**src/rtl/wash_cycle_sequencer.sv**
```systemverilog
`default_nettype none
// ============================================================================
// Module   : wash_cycle_sequencer
// Purpose  : Washer program sequencer: fill, agitate, drain, rinse passes and
//            spin. Fill and drain are supervised by a sensor timeout.
// Revision : 1.0  initial release
// ============================================================================
module wash_cycle_sequencer #(
    parameter int AGITATE_CYCLES = 16,
    parameter int SPIN_CYCLES    = 32,
    parameter int FILL_TIMEOUT   = 64,
    parameter int RINSES         = 1
) (
    input  logic       clock,
    input  logic       reset_n,
    input  logic       start,
    input  logic       full,
    input  logic       empty,
    input  logic       dry,
    input  logic       abort,
    output logic       valve,
    output logic       drain,
    output logic       shake_mode,
    output logic       turn_mode,
    output logic       busy,
    output logic       done,
    output logic       fault,
    output logic [3:0] pass
);

    localparam logic [2:0] c_st_idle    = 3'd0;
    localparam logic [2:0] c_st_fill    = 3'd1;
    localparam logic [2:0] c_st_agitate = 3'd2;
    localparam logic [2:0] c_st_drain   = 3'd3;
    localparam logic [2:0] c_st_spin    = 3'd4;
    localparam logic [2:0] c_st_done    = 3'd5;
    localparam logic [2:0] c_st_fault   = 3'd6;

    localparam logic [15:0] c_agitate_last = 16'(AGITATE_CYCLES - 1);
    localparam logic [15:0] c_spin_last    = 16'(SPIN_CYCLES - 1);
    localparam logic [15:0] c_timeout_last = 16'(FILL_TIMEOUT - 1);
    localparam logic [15:0] c_timer_max    = 16'hFFFF;
    localparam logic [3:0]  c_rinses       = 4'(RINSES);

    logic [2:0]  r_state;
    logic [2:0]  w_state_next;
    logic [15:0] r_timer;
    logic [3:0]  r_pass;
    logic [3:0]  w_pass_next;
    logic        w_timed;

    logic r_valve, r_drain, r_shake, r_turn, r_busy, r_done, r_fault;

    assign w_timed = (r_state == c_st_fill) || (r_state == c_st_agitate) ||
                     (r_state == c_st_drain) || (r_state == c_st_spin);

    always_comb begin
        w_state_next = r_state;
        w_pass_next  = r_pass;
        if (abort && (r_state != c_st_idle)) begin
            w_state_next = c_st_idle;
            w_pass_next  = 4'd0;
        end else begin
            case (r_state)
                c_st_idle: begin
                    if (start) begin
                        w_state_next = c_st_fill;
                        w_pass_next  = 4'd0;
                    end
                end
                c_st_fill: begin
                    if (full)
                        w_state_next = c_st_agitate;
                    else if (r_timer == c_timeout_last)
                        w_state_next = c_st_fault;
                end
                c_st_agitate: begin
                    if (r_timer == c_agitate_last)
                        w_state_next = c_st_drain;
                end
                c_st_drain: begin
                    if (empty) begin
                        if (r_pass < c_rinses) begin
                            w_pass_next  = r_pass + 4'd1;
                            w_state_next = c_st_fill;
                        end else begin
                            w_state_next = c_st_spin;
                        end
                    end else if (r_timer == c_timeout_last) begin
                        w_state_next = c_st_fault;
                    end
                end
                c_st_spin: begin
                    if (dry || (r_timer == c_spin_last))
                        w_state_next = c_st_done;
                end
                c_st_done:  w_state_next = c_st_idle;
                c_st_fault: w_state_next = c_st_fault;
                default:    w_state_next = c_st_idle;
            endcase
        end
    end

    // Outputs are registered from the next state so they update with the state register.
    always_ff @(posedge clock or negedge reset_n) begin
        if (!reset_n) begin
            r_state <= c_st_idle;
            r_timer <= 16'd0;
            r_pass  <= 4'd0;
            r_valve <= 1'b0;
            r_drain <= 1'b0;
            r_shake <= 1'b0;
            r_turn  <= 1'b0;
            r_busy  <= 1'b0;
            r_done  <= 1'b0;
            r_fault <= 1'b0;
        end else begin
            r_state <= w_state_next;
            r_pass  <= w_pass_next;
            if (w_state_next != r_state)
                r_timer <= 16'd0;
            else if (w_timed && (r_timer != c_timer_max))
                r_timer <= r_timer + 16'd1;
            r_valve <= (w_state_next == c_st_fill);
            r_shake <= (w_state_next == c_st_agitate);
            r_turn  <= (w_state_next == c_st_spin);
            r_drain <= (w_state_next == c_st_drain) || (w_state_next == c_st_fault);
            r_busy  <= (w_state_next == c_st_fill) || (w_state_next == c_st_agitate) ||
                       (w_state_next == c_st_drain) || (w_state_next == c_st_spin);
            r_done  <= (w_state_next == c_st_done);
            r_fault <= (w_state_next == c_st_fault);
        end
    end

    assign valve      = r_valve;
    assign drain      = r_drain;
    assign shake_mode = r_shake;
    assign turn_mode  = r_turn;
    assign busy       = r_busy;
    assign done       = r_done;
    assign fault      = r_fault;
    assign pass       = r_pass;

endmodule
`default_nettype wire
```
**config.mk**
```make
export PLATFORM = sky130hd
export DESIGN_NAME = wash_cycle_sequencer
export DESIGN_NICKNAME = d
export VERILOG_FILES = /design/src/rtl/wash_cycle_sequencer.sv
export SDC_FILE = /design/constraint.sdc
export NUM_CORES = 1
export LEC_CHECK = 0
export BUFFER_PORTS_ARGS = -buffer_cell sky130_fd_sc_hd__buf_2
export CORE_ASPECT_RATIO = 0.7
export CORE_UTILIZATION = 57
export DETAILED_ROUTE_END_ITERATION = 8
export PLACE_DENSITY_LB_ADDON = 0.3
export SLEW_MARGIN = 25
export SYNTH_ARGS = -nofsm -noshare
export SYNTH_HDL_FRONTEND = slang
export SYNTH_SLANG_ARGS = --single-unit
```
**constraint.sdc**
```tcl
create_clock -name clock -period 3.55 [get_ports clock]
set_clock_uncertainty 0.2 [all_clocks]
set_input_delay 0.71 -clock clock [delete_from_list [all_inputs] [get_ports clock]]
set_output_delay 0.71 -clock clock [all_outputs]
set_load 0.02 [all_outputs]
```
==> run metrics <==
status=finished clean; worst path required time=3.50 ns; clock sinks=30; fill count=228; GRT Total Usage=0.265; Pwr Density=647 nW/µm²; crit-path leading delay family=simple AND/OR/NAND/NOR gates; IO Pins=18; worst reg2reg path depth=6; Buf/Inv on CP=0; clock-pin slew of the registers on the worst-case setup and hold paths=0.07 ns; hpwl dp=2640 µm; Critical Path Stages=6; total wire length=roughly 3500 µm; mean routed wirelength per cell=roughly 15 µm; nature of the critical path endpoint=flip-flop; die area=3160 µm²; vias per cell=5.89; post-CTS sizing=0; Final min period=between 2 and 3 ns; Final Instance Area=1920 µm²; Final period util=0.840; total CTS buffers=5; die width=approximately 67 µm; RSZ-0062 raised after global routing=no; Mapped Nets=188; diode count=0; Fin Hold WS=0.247 ns; setup_tns=0 ns; synth warn=0; cell repeated most along the worst path=or4_4; ys flop type=dfrtp_1; total core area=2780 µm²; post-synthesis sequential area ratio=0.449; Layout Area Growth over Synthesis=14.5%; Slew @ Worst Pin=around 0.76 ns; antenna violations before repair=0; Final Hold Fails=0; Final Non-Filler Cells=233; leading area contributor after synthesis=dfrtp_1; distinct cell type count of the synthesized netlist=40; layout cells sized above 1=0.157; DIE HEIGHT=47.3 µm; Area contributors post-synth=dfrtp_1 (45%), nor2_1 (6.5%), xnor2_1 (5.2%), xor2_1 (3.1%), nand3_1 (2.7%); clk_lat worst skew=0.29 ns; net count of the finished layout=206; Initial DRC Count=~110; Syn Std Cell Area=approximately 1700 µm²; crit start category=flip-flop; Post-DRT Antenna Nets=0; Post-synth EDFFs=0; clk root buf=clkbuf_8; H-tree Lvls=2; Final setup viols=0; gpl congestion=a little over 0.9; first-pass iteration count of the detailed router=4; first-pass GRT wire length=5910 µm; vias=about 1,400; Port Buffers=17; final design utilization=0.688; Slew HR=0.492; Cell Chain, Critical Path=or4_4 > or4_4 > or4_1 > o2111a_1 > mux2i_4 > nor3b_1; max incr delay on CP=0.55 ns; row cnt=16; pre-CTS setup slack=between 0.5 and 0.6 ns; Reg2Reg Setup Slack=0.57 ns; final setup margin=0.568 ns; largest net degree at the start of global routing=31; Worst Hold Class=in -> async; fmax=approximately 340 MHz; Max Cap Viol=0; total power=1.24 mW; Worst VDD drop=0.000430 V; TritonCTS clock tree=done; kind of critical path=reg -> reg; cells after synthesis=about 180; Lkg Pwr=0.876 nW; asr flop ratio synth=1.00; Overflow after GRT=0; Initial Util=0.601; Synth top area share=0.449; Syn Area/Cell=around 9.4 µm²; CTS Buffer Depth=2; Arrival @ worst endpoint=2.93 ns; post-CTS setup buffers=0; Yosys reg bits=30; Max Fanout on Critical Path=16; multi-input logic area=862 µm²; DRC=0; vias in the first global route=1,284; Slew Viols, Final=0; Worst path slowest cell=or4_4; register area=approximately 750 µm²; placement-stage cell area=~1800 µm²; dpl cells=225; Hold Buf Count CTS=0
[power by group]
part / switching [mW] / total (mW) / internal [mW] / leakage, nW
Clock: 0.135 / 0.435 / 0.299 / 0.0714
Sequential: 0.0494 / 0.429 / 0.379 / 0.412
Combinational: 0.237 / 0.375 / 0.138 / 0.392
[cell usage after synthesis, types with 5 or more instances]
| library cell | number |
|---|---|
| xnor2_1 | 10 |
| xor2_1 | 6 |
| o21ai_0 | 7 |
| inv_1 | 8 |
| nand3_1 | 9 |
| nand2_1 | 9 |
| dfrtp_1 | 30 |
| nand4_1 | 5 |
| nor2_1 | 29 |
[area by class of cell]
| type | instances | share of cell area |
|---|---|---|
| clock inverter | 2 | 0.0314 |
| tap | 36 | 0.0235 |
| timing repair buffer | 17 | 0.0444 |
| clock buffer | 6 | 0.0431 |
| inverter | 8 | 0.0157 |
| multi-input combinational | 134 | 0.450 |
| sequential | 30 | 0.392 |
[layer usage]
layer / track usage / vias to the layer above / part of all wire
met3: 0.0752 / 0 / 0.049
met4: 0.123 / 0 / 0
met1: 0.334 / 672 / 0.46
met2: 0.430 / 32 / 0.49
li1: - / 669 / -
met5: 0 / - / 0
[sequential cells by signal, indices dropped and copies added, names as in the netlist]
register and flops:
done 1, valve 1, drain 1, shake_mode 1, fault 1, turn_mode 1, pass 4, busy 1
r_timer 16, r_state 3
[worst paths after layout]
path / from / end
max in group asynchronous: reset_n / r_timer[13]
worst max register to register: r_timer[11] / r_timer[10]
worst max-delay path: r_timer[11] / r_timer[10]
worst min register to register: pass[2] / pass[2]
worst min-delay path: reset_n / r_timer[1]
min in group clock: pass[2] / pass[2]
[cell usage in the layout, fill, tap and decap left out, drive strengths merged, types with 2 or more instances in the layout]
master,count
or4,6
clkbuf,6
nor4b,2
xnor2,10
a21o,3
nor4,4
nand2b,3
nor2,29
a41oi,2
ha,3
and3,3
mux2i,3
nor3b,4
nand2,9
o21ai,8
nand4,5
xor2,6
nor2b,4
or3b,2
buf,17
a21oi,2
a31oi,4
nand3,9
nor3,4
dfrtp,30
inv,8
bufinv,2
[logic make-up (layout without fill, tap and decap cells)]
| family | after synthesis | in the layout | share of synthesized area |
|---|---|---|---|
| AO/OA/AOI/OAI | 25 | 25 | 0.104 |
| multiplexers | 3 | 3 | 0.0254 |
| flip-flops | 30 | 30 | 0.449 |
| buffers and inverters | 14 | 33 | 0.0359 |
| adder cells (fa/ha/maj) | 3 | 3 | 0.0224 |
| XOR/XNOR | 16 | 16 | 0.0838 |
| AND/OR/NAND/NOR | 87 | 87 | 0.280 |
[worst register-to-register path, delay by kind of cell (launching register included)]
| kind | cells | cell delay, ns |
|---|---|---|
| AO/OA/AOI/OAI | 1 | 0.17 |
| AND/OR/NAND/NOR | 4 | 1.62 |
| flip-flops | 1 | 0.45 |
| multiplexers | 1 | 0.40 |
Note: power is estimated with default switching activity, not from simulation.
